[config.mk]
export PLATFORM = sky130hd
export DESIGN_NAME = servisia_mem_ctrl
export DESIGN_NICKNAME = d
export VERILOG_FILES = /design/src/rtl/servisia_mem_ctrl.sv
export SDC_FILE = /design/constraint.sdc
export NUM_CORES = 1
export LEC_CHECK = 0
export CAP_MARGIN = 15
export CORE_MARGIN = 2
export CORE_UTILIZATION = 50
export DETAILED_ROUTE_END_ITERATION = 6
export PLACE_DENSITY = 0.95
export SLEW_MARGIN = 20
export SYNTH_ARGS = -nofsm -noshare
export SYNTH_HDL_FRONTEND = slang
export SYNTH_SLANG_ARGS = --single-unit
[constraint.sdc]
create_clock -name clk_i -period 4.93 [get_ports clk_i]
set_clock_uncertainty 0.15 [all_clocks]
set_input_delay 0.7395 -clock clk_i [delete_from_list [all_inputs] [get_ports clk_i]]
set_output_delay 0.7395 -clock clk_i [all_outputs]
set_load 0.005 [all_outputs]
[src/rtl/servisia_mem_ctrl.sv]
// Word-wide request/response to byte-beat controller for the external flash + SRAM pair.
// Define SERVISIA_MEM_WRITE_PROTECT_EN to reject flash writes with rsp_err_o instead of strobing.
`timescale 1ns/1ps
module servisia_mem_ctrl #(
   parameter int ADDR_W       = 21,
   parameter int FLASH_ADDR_W = 20,
   parameter int SRAM_ADDR_W  = 14,
   parameter int WORD_BYTES   = 4,
   parameter int FLASH_WAIT   = 3,
   parameter int SRAM_WAIT    = 1
) (
   input  logic                    clk_i,
   input  logic                    rst_i,
   input  logic                    req_valid_i,
   output logic                    req_ready_o,
   input  logic                    req_we_i,
   input  logic [ADDR_W-1:0]       req_addr_i,
   input  logic [8*WORD_BYTES-1:0] req_wdata_i,
   input  logic [WORD_BYTES-1:0]   req_be_i,
   output logic                    rsp_valid_o,
   input  logic                    rsp_ready_i,
   output logic [8*WORD_BYTES-1:0] rsp_rdata_o,
   output logic                    rsp_err_o,
   output logic [FLASH_ADDR_W-1:0] ext_addr_o,
   output logic [7:0]              ext_wdata_o,
   output logic                    ext_wdata_oe_o,
   input  logic [7:0]              ext_rdata_i,
   output logic                    flash_ce_n_o,
   output logic                    flash_oe_n_o,
   output logic                    flash_we_n_o,
   output logic                    sram_cs_n_o,
   output logic                    sram_oe_n_o,
   output logic                    sram_we_n_o
);

   localparam int LANE_W = (WORD_BYTES > 1) ? $clog2(WORD_BYTES) : 1;
   localparam int DATA_W = 8 * WORD_BYTES;
   localparam logic [FLASH_ADDR_W-1:0] LANE_MASK    = FLASH_ADDR_W'(WORD_BYTES - 1);
   localparam logic [3:0]              FLASH_STROBE = 4'(FLASH_WAIT);
   localparam logic [3:0]              SRAM_STROBE  = 4'(SRAM_WAIT);

   typedef enum logic [2:0] {
      IDLE,
      SETUP,
      STROBE,
      HOLD,
      RESP
   } state_t;

   state_t state, state_nxt;

   logic                    we_q;
   logic                    region_q;
   logic [FLASH_ADDR_W-1:0] base_q;
   logic [DATA_W-1:0]       wdata_q;
   logic [DATA_W-1:0]       rdata_q;
   logic [WORD_BYTES-1:0]   be_q;
   logic [LANE_W-1:0]       lane_q;
   logic [3:0]              cnt_q;

   logic [LANE_W-1:0]       first_lane;
   logic                    first_found;
   logic [LANE_W-1:0]       next_lane;
   logic                    next_found;
   logic                    protect_hit;
   logic [FLASH_ADDR_W-1:0] beat_addr;
   logic [7:0]              beat_byte;

`ifdef SERVISIA_MEM_WRITE_PROTECT_EN
   logic err_q;

   assign protect_hit = req_we_i && !req_addr_i[ADDR_W-1];
   assign rsp_err_o   = err_q;

   always_ff @(posedge clk_i) begin
      if (rst_i) begin
         err_q <= 1'b0;
      end else if (state == IDLE && req_valid_i) begin
         err_q <= protect_hit;
      end
   end
`else
   assign protect_hit = 1'b0;
   assign rsp_err_o   = 1'b0;
`endif

   // Reads visit every lane; writes only the lanes whose byte enable is set.
   always_comb begin
      first_lane  = '0;
      first_found = 1'b0;
      for (int k = WORD_BYTES - 1; k >= 0; k--) begin
         if (req_be_i[k] || !req_we_i) begin
            first_lane  = LANE_W'(k);
            first_found = 1'b1;
         end
      end
      next_lane  = '0;
      next_found = 1'b0;
      for (int k = WORD_BYTES - 1; k >= 0; k--) begin
         if ((k > int'(lane_q)) && (be_q[k] || !we_q)) begin
            next_lane  = LANE_W'(k);
            next_found = 1'b1;
         end
      end
   end

   assign beat_addr = region_q ?
                      FLASH_ADDR_W'(base_q[SRAM_ADDR_W-1:0] | SRAM_ADDR_W'(lane_q)) :
                      (base_q | FLASH_ADDR_W'(lane_q));
   assign beat_byte   = wdata_q[{lane_q, 3'b000} +: 8];
   assign rsp_rdata_o = rdata_q;

   always_ff @(posedge clk_i) begin
      if (rst_i) begin
         state <= IDLE;
      end else begin
         state <= state_nxt;
      end
   end

   always_comb begin
      state_nxt      = state;
      req_ready_o    = 1'b0;
      rsp_valid_o    = 1'b0;
      ext_addr_o     = '0;
      ext_wdata_o    = 8'h00;
      ext_wdata_oe_o = 1'b0;
      flash_ce_n_o   = 1'b1;
      flash_oe_n_o   = 1'b1;
      flash_we_n_o   = 1'b1;
      sram_cs_n_o    = 1'b1;
      sram_oe_n_o    = 1'b1;
      sram_we_n_o    = 1'b1;

      case (state)
         IDLE: begin
            req_ready_o = 1'b1;
            if (req_valid_i) begin
               state_nxt = (protect_hit || !first_found) ? RESP : SETUP;
            end
         end
         SETUP: begin
            state_nxt = STROBE;
         end
         STROBE: begin
            if (cnt_q == 4'd0) begin
               state_nxt = HOLD;
            end
         end
         HOLD: begin
            state_nxt = next_found ? SETUP : RESP;
         end
         RESP: begin
            rsp_valid_o = 1'b1;
            if (rsp_ready_i) begin
               state_nxt = IDLE;
            end
         end
         default: begin
            state_nxt = IDLE;
         end
      endcase

      // Address, select and write data stay put across SETUP/STROBE/HOLD of a beat.
      if (state == SETUP || state == STROBE || state == HOLD) begin
         ext_addr_o = beat_addr;
         if (region_q) begin
            sram_cs_n_o = 1'b0;
         end else begin
            flash_ce_n_o = 1'b0;
         end
         if (we_q) begin
            ext_wdata_o    = beat_byte;
            ext_wdata_oe_o = 1'b1;
         end
         if (state == STROBE) begin
            if (region_q) begin
               sram_we_n_o = !we_q;
               sram_oe_n_o = we_q;
            end else begin
               flash_we_n_o = !we_q;
               flash_oe_n_o = we_q;
            end
         end
      end
   end

   always_ff @(posedge clk_i) begin
      if (rst_i) begin
         we_q     <= 1'b0;
         region_q <= 1'b0;
         base_q   <= '0;
         wdata_q  <= '0;
         rdata_q  <= '0;
         be_q     <= '0;
         lane_q   <= '0;
         cnt_q    <= 4'd0;
      end else begin
         case (state)
            IDLE: begin
               if (req_valid_i) begin
                  we_q     <= req_we_i;
                  region_q <= req_addr_i[ADDR_W-1];
                  base_q   <= req_addr_i[FLASH_ADDR_W-1:0] & ~LANE_MASK;
                  wdata_q  <= req_wdata_i;
                  be_q     <= req_be_i;
                  lane_q   <= first_lane;
                  rdata_q  <= '0;
               end
            end
            SETUP: begin
               cnt_q <= region_q ? SRAM_STROBE : FLASH_STROBE;
            end
            STROBE: begin
               if (cnt_q == 4'd0) begin
                  if (!we_q) begin
                     rdata_q[{lane_q, 3'b000} +: 8] <= ext_rdata_i;
                  end
               end else begin
                  cnt_q <= cnt_q - 4'd1;
               end
            end
            HOLD: begin
               lane_q <= next_lane;
            end
            default: begin
            end
         endcase
      end
   end

endmodule

* Yosys cells after proc, flatten, opt, wreduce, memory -nomap -nowiden
Cells that the tools add are included.
Storage, ports and cells: register bits after elaboration 97
Operators by class: reduce and logical (&&, ||, !) cells 24, mux-type cells 54, order comparisons 3, $add $sub $neg 2, eq/ne operators 9, shift-type cells 3, bitwise logic cells 2
Operator list (number):
- $mux W32 | 3
- $pmux W32 S2 | 1
- $mux W20 | 2
- $bwmux W32 | 1
- $shift A8 B7 Y32 const A | 1
- $shiftx A32 B6 Y8 | 1
- $shiftx A8 B7 Y32 | 1
- $mux W1 | 27
- $or A20 B2 Y20 | 1
- $mux W2 | 9
- $mux W8 | 2
- $mux W3 | 5
- $pmux W3 S5 | 1
- $or A14 B2 Y14 | 1
- $ne A2 B2 Y1 const B | 5
- $logic_or A1 B1 Y1 | 9
- $pmux W4 S2 | 1
- $neg A5 Y7 | 1
- $eq A3 B2 Y1 const B | 2
- $reduce_and A2 Y1 | 3
- $reduce_bool A2 Y1 | 3
- $gt A2 B2 Y1 const A | 2
- $logic_not A4 Y1 | 1
- $mux W4 | 1
- 10 further kinds | 13

* Depth between registers and ports, before layout
Gate-level depths: netlist of run 1.
word-level depth 9, gate-level depth with buffers 8, mapped depth without buffers 6

* Worst setup path before layout of run 1
No wires, ideal clock.
path type register -> register, from reg lane_q[1], to reg rdata_q[24] (netlist: rsp_rdata_o[24]), arrival 2.337 ns, period minus slack after synthesis 2.557 ns, path buffers 1, setup time 0.070 ns, cell stages (with the launch flop) 8, data required time 4.710 ns, setup slack 2.373 ns, cells stage by stage dfxtp_1 > clkbuf_1 > inv_1 > ha_1 > nand2b_1 > or4_4 > or4b_1 > a21oi_1
Between the ends: word-level cells in the longest chain between the ends 6
Ends and longest elaborated chain:
- from (decl) | line 58 | logic [LANE_W-1:0] lane_q;
- from (signal assigned) | line 207 | lane_q <= first_lane;
- from (signal assigned) | line 224 | lane_q <= next_lane;
- $neg A5 Y7 * | line 217 | rdata_q[{lane_q, 3'b000} +: 8] <= ext_rdata_i;
- $shiftx A8 B7 Y32 / $shift A8 B7 Y32 (equally long branches) | line 217
- $bwmux W32 * | line 217
- $mux W32 * | line 216 | if (!we_q) begin
- $mux W32 * | line 215 | if (cnt_q == 4'd0) begin
- $pmux W32 S2 * | line 199 | case (state)
- to (signal, indexed assignment) | line 217
- to (decl) | line 56 | logic [DATA_W-1:0] rdata_q;
Mark *: on every way between the ends. The rest lies on a longest branch, timed or not. The select of a mux whose other input is x is not followed. A chain may end at the register's enable or synchronous reset.

* Worst setup path in the final report of run 1
from reg state[0], to out ext_addr_o[19]
Between the ends: word-level cells in the longest chain between the ends 4
Ends and longest elaborated chain:
- from (decl) | line 50 | state_t state, state_nxt;
- from (signal assigned) | line 117 | state <= state_nxt;
- $eq A3 B1 Y1 / $eq A3 B2 Y1 (equally long branches) | line 165 | if (state == SETUP || state == STROBE || state == HOLD) begin
- $logic_or A1 B1 Y1 | line 165
- $logic_or A1 B1 Y1 * | line 165
- $mux W20 * | line 165
- to (decl) | line 24 | output logic [FLASH_ADDR_W-1:0] ext_addr_o,
Mark *: on every way between the ends. The rest lies on a longest branch, timed or not.

==> results of run 1 <==
## Yosys cell counts (4+ instances only)
library cell	count	area (um^2)
a21oi_1	95	475
and2_1	20	125
and3_1	8	50.1
buf_1	6	22.5
clkbuf_1	36	135
dfxtp_1	96	1920
ha_1	7	87.6
inv_1	8	30.0
mux4_2	8	180
nand2_1	117	439
nand3_1	6	30.0
nand4bb_1	6	67.6
nor2_1	10	37.5
nor2b_1	5	31.3
nor3_1	10	50.1
nor3b_1	4	30.0
o21ai_0	35	175
or4b_1	23	230
## worst min-delay path by stage
| stage | end | slack, ns | cells past startpoint |
|---|---|---|---|
| 2_1_floorplan | base_q[10] | 0.28 | 2 |
| 3_3_place_gp | base_q[17] | 0.29 | 2 |
| 3_5_place_dp | base_q[14] | 0.29 | 2 |
| 4_1_cts | base_q[14] | 0.31 | 2 |
| 5_1_grt | wdata_q[22] | 0.32 | 2 |
| 6_report | wdata_q[23] | 0.31 | 2 |
## state kept, by name, indices dropped and copies added (netlist names)
| register | cells |
|---|---|
| base_q | 18 |
| wdata_q | 32 |
| region_q | 1 |
| state | 3 |
| rsp_rdata_o | 32 |
| cnt_q | 4 |
| we_q | 1 |
| lane_q | 2 |
| be_q | 3 |
## cell families (layout without fill, tap and decap cells)
kind of cell,Yosys count,count (layout),share of synthesized area [%]
AND/OR/NAND/NOR,228,228,28.9
AO/OA/AOI/OAI,142,142,16.8
flip-flops,96,96,43.3
buffers and inverters,52,164,4.51
multiplexers,8,8,4.06
adder cells (fa/ha/maj),7,7,1.97
XOR/XNOR,2,2,0.395
other,1,1,0.0844
## through the flow
stage          area (um^2)  setup slack (ns)  hold WS [ns]  power, mW
6_report              6030              1.37         0.306       1.87
5_1_grt               6030              1.18         0.324       1.96
4_1_cts               6030              1.37         0.307       1.88
3_5_place_dp          5810              1.77         0.293       1.30
3_3_place_gp          5800              1.56         0.287       1.28
2_1_floorplan         4440              2.37         0.282       1.14
## critical path: stages, from the launching register on
cell and delay [ns]:
dfxtp_1 0.62, nor2_1 0.23, nor3_1 0.70, and2_1 0.23, clkdlybuf4s50_1 0.53
## power groups by stage
stage	clock network (mW)	registers (mW)	logic, mW
2_1_floorplan	0	0.870	0.270
3_3_place_gp	0	0.891	0.390
3_5_place_dp	0	0.897	0.407
4_1_cts	0.584	0.879	0.413
5_1_grt	0.615	0.888	0.455
6_report	0.578	0.880	0.415
## layout make-up
type,count,share of cell area [%]
inverter,8,0.498
tap,108,2.24
sequential,96,31.9
timing repair buffer,140,23.0
multi-input combinational,388,38.7
clock inverter,7,1.70
clock buffer,9,2.05
## layer usage
metal | global-route usage, % | vias up | wire [um]
met5 | 0 | - | 0
li1 | - | 2088 | -
met3 | 5.94 | 26 | 1110
met1 | 29.5 | 2026 | 4710
met2 | 43.7 | 210 | 6110
met4 | 8.96 | 0 | 274
==> impl_metrics.csv, run 1 <==
group,metric,value,unit
run_status,outcome,"completed",
global_route,track_usage,24.8,%
clock_tree,clk_path_buf_depth,2,
global_route,antenna_found_initial,0,
route,drt_iter0_drc,260,
yosys,ys_seq_area_share,43.3,%
global_route,first_global_vias,4060,
timing,slew_headroom,27.2,%
clock_tree,htreeDepth,3,
setup_path,critPathLaunchType,"flip-flop",
power,p_leak,2.13,nW
timing,worstMarginPinSlew,1.09,ns
final_layout,stdcell_count,756,
setup_path,arrival,2.67,ns
yosys,ys_ff_latch,96,
final_layout,nFillCells,639,
setup_path,worstReg2RegStart,"lane_q[0]",
route,ant_nets,0,
global_route,grt_max_degree,65,
global_route,grt_overflow,0,
yosys,syn-instance-count,536,
final_layout,final_cell_mix,"clkdlybuf4s50_1 (135), nand2_1 (117), dfxtp_1 (96)",
power,internal_power,1.30,mW
timing,finalSetupViolations,0,
final_layout,syn_to_final_growth,35.8,%
placed_design,port_buffers,136,
final_layout,layout-drive-gt1-share,6.48,%
setup_path,cp_data_required_time,4.04,ns
clock_tree,postCtsHoldBufs,0,
route,drc,0,
timing,fin_crit_sh,72.1,%
route,via_per_inst,5.75,
setup_path,startpoint,"state[0]",
setup_path,worstPathMaxFanout,13,
clock_tree,insertion_delay,0.36,ns
global_route,grt_pass1_wl,19.6,mm
yosys,synth-main-ff-cell,"dfxtp_1",
die,die_w,98.2,um
job,drv_cap,0,
die,rows,34,
clock_tree,postCtsSetupBuffers,0,
final_layout,nets,720,
clock_tree,root_buffer,"clkbuf_8",
yosys,synthArstFlopShare,0,%
power,power_frac_clock,30.8,%
final_layout,register_area,0.00192,mm^2
power,seq_power_share,47.0,%
die,dieArea,0.00965,mm^2
yosys,yosys_warnings,0,
final_layout,multiInputGateArea,0.00233,mm^2
power,switching_share,30.4,%
yosys,netlist-cell-type-count,45,
yosys,syn_area,0.00444,mm^2
setup_path,crit_path_end_kind,"output pin",
worst_hold_path,hp-start,"wdata_q[23]",
route,route.vias.total,4350,
clock_tree,tritoncts,"built",
die,start_util,51.2,%
route,wl,12.2,mm
yosys,synth_nets,613,
yosys,syn_area_per_cell,8.28,um^2
die,die_height,98.2,um
die,core_area,0.00868,mm^2
timing,slew_viol_final,0,
setup_path,timing.rr.end,"rsp_rdata_o[30]",
setup_path,r2r_slack,1.78,ns
setup_path,r2r_cells,6,
power,power_frac_comb,22.2,%
route,first_pass_iters,5,
die,ios,140,
timing,hold_viol_final,0,
worst_hold_path,hold_path_class,"reg2reg",
placed_design,dp_cells,740,
timing,tns,0,ns
setup_path,worstSetupPathType,"reg2out",
clock_tree,cts_buffers,9,
final_layout,antenna_cells,0,
final_layout,post-route-util,69.5,%
route,avgRoutedWirePerCell,16.1,um
clock_tree,clock-sinks,96,
power,irDropWorstVdd,179,uV
timing,rsz0062_at_grt,"no",
clock_tree,cts_resized,0,
placed_design,gp_congestion,0.892,
setup_path,critPathCapture,"ext_addr_o[19]",
clock_tree,clk_pin_slew,0.09,ns
timing,finalCriticalPeriod,3.56,ns
timing,max_freq,281,MHz
power,p_per_area,310,mW/mm^2
final_layout,final_common_cell,"clkdlybuf4s50_1",
power,p_switching,0.569,mW
placed_design,hpwl,8.36,mm
yosys,synth-edff-count,0,
No activity file was read; power rests on OpenSTA's default activity.
==> run 2: changes to the inputs <==
--- a/config.mk
+++ b/config.mk
@@ -7,9 +7,9 @@
 export LEC_CHECK = 0
 export CAP_MARGIN = 15
 export CORE_MARGIN = 2
-export CORE_UTILIZATION = 50
+export CORE_UTILIZATION = 42
 export DETAILED_ROUTE_END_ITERATION = 6
-export PLACE_DENSITY = 0.95
+export PLACE_DENSITY = 0.88
 export SLEW_MARGIN = 20
 export SYNTH_ARGS = -nofsm -noshare
 export SYNTH_HDL_FRONTEND = slang
==> constraint.sdc (replaced) <==
create_clock -name clk_i -period 2.9 [get_ports clk_i]
set_clock_uncertainty 0.15 [all_clocks]
set_input_delay 0.435 -clock clk_i [delete_from_list [all_inputs] [get_ports clk_i]]
set_output_delay 0.435 -clock clk_i [all_outputs]
set_load 0.005 [all_outputs]
==> impl_metrics.csv, run 2 (synthesized netlist as in run 1, its figures left out) <==
group,metric,value,unit
final_layout,nets,728,
placed_design,port_buffers,136,
timing,slew_headroom,38.3,%
setup_path,cp_data_required_time,2.32,ns
route,route.vias.total,4261,
route,wl,11.9,mm
setup_path,critPathLaunchType,"flip-flop",
timing,finalCriticalPeriod,2.76,ns
setup_path,worstPathMaxFanout,15,
route,drt_iter0_drc,288,
global_route,antenna_found_initial,0,
final_layout,final_common_cell,"clkdlybuf4s50_1",
clock_tree,tritoncts,"built",
final_layout,layout-drive-gt1-share,7.77,%
power,p_leak,2.17,nW
power,irDropWorstVdd,278,uV
final_layout,antenna_cells,0,
timing,rsz0062_at_grt,"no",
final_layout,final_cell_mix,"clkdlybuf4s50_1 (135), nand2_1 (116), a21oi_1 (95)",
clock_tree,htreeDepth,3,
route,ant_nets,0,
power,p_per_area,510,mW/mm^2
timing,fin_crit_sh,95.3,%
route,via_per_inst,5.38,
timing,hold_viol_final,0,
final_layout,fin_area,0.00614,mm^2
setup_path,worstSetupPathType,"reg2out",
run_status,outcome,"completed",
die,ios,140,
clock_tree,clk_path_buf_depth,2,
global_route,grt_pass1_wl,19.5,mm
global_route,grt_max_degree,65,
clock_tree,root_buffer,"clkbuf_8",
timing,finalSetupViolations,0,
die,start_util,43.2,%
clock_tree,insertion_delay,0.36,ns
placed_design,hpwl,8.41,mm
setup_path,arrival,2.18,ns
die,dieArea,0.0114,mm^2
timing,worstMarginPinSlew,0.926,ns
worst_hold_path,hold_path_class,"reg2reg",
placed_design,place_area,0.00593,mm^2
route,avgRoutedWirePerCell,15.1,um
die,core_area,0.0103,mm^2
setup_path,crit_path_end_kind,"output pin",
global_route,track_usage,21.2,%
final_layout,nFillCells,883,
route,drc,0,
timing,tns,0,ns
die,rows,37,
timing,max_freq,362,MHz
global_route,first_global_vias,4117,
route,first_pass_iters,4,
clock_tree,postCtsHoldBufs,0,
clock_tree,cts_buffers,9,
clock_tree,clock-sinks,96,
timing,slew_viol_final,0,
job,drv_cap,0,
final_layout,syn_to_final_growth,38.3,%
clock_tree,postCtsSetupBuffers,0,
die,die_height,107,um
die,die_w,107,um
global_route,grt_overflow,0,
placed_design,gp_congestion,0.847,
clock_tree,clk_pin_slew,0.10,ns
[run 2: changes by cell type in the layout (fill, tap and decap cells not counted), moves of 2 or more]
cell	delta
dfxtp_1	-2
dfxtp_2	+2
clkinv_4	-2
buf_12	+2
buf_4	+6
clkinvlp_4	+2
[run 2: worst paths after layout]
path	startpoint	end	slack, ns	cells past startpoint
max	lane_q[0]	ext_wdata_o[3]	0.14	4
min	base_q[17]	base_q[17]	0.30	2
max reg2reg	state[1]	rsp_rdata_o[23]	0.40	4
min reg2reg	base_q[17]	base_q[17]	0.30	2
[run 2: final cells by class]
cell class | count | area [um^2] | share of cell area (%)
tap | 136 | 170 | 2.77
clock inverter | 5 | 62.6 | 1.02
inverter | 8 | 30.0 | 0.489
multi-input combinational | 388 | 2340 | 38.1
clock buffer | 11 | 141 | 2.30
timing repair buffer | 148 | 1470 | 24.0
sequential | 96 | 1920 | 31.3
[run 2: through the flow]
step                hold WS (ns)  worst slack (ns)  std cells  util [%]  power, mW
floorplan                  0.282             0.343        536         -       1.94
global placement           0.287             0.368        776      57.7       2.21
detailed placement         0.293             0.265        776      57.7       2.25
CTS                        0.307            0.0365        792      59.7       3.14
global route               0.322            0.0334        792      59.8       3.30
finish                     0.303             0.137        792      59.8       3.13
[run 2: worst max-delay path: stages, from the launching register on]
cell and delay [ns]:
dfxtp_1 0.34, buf_4 0.27, mux4_2 0.54, and3_1 0.22, clkdlybuf4s50_1 0.44
[run 2: per-layer routing]
layer | vias to the layer above | share of wire, % | track usage, %
met2 | 149 | 48 | 35.9
met5 | - | 0 | 0
met3 | 25 | 6.9 | 4.80
met1 | 1993 | 43 | 26.0
li1 | 2094 | - | -
met4 | 0 | 2.1 | 8.26
[run 2: what timing repair did]
action / in CTS / in global routing
cloned: 0 / 0
endpoints found under the setup margin: 3 / 29
gates resized for setup: 1 / 2
[run 2: power breakdown]
part | leakage [nW] | switching [mW] | internal (mW)
clock | 0.0966 | 0.476 | 0.429
combinational | 1.29 | 0.413 | 0.339
sequential | 0.783 | 0.0631 | 1.41
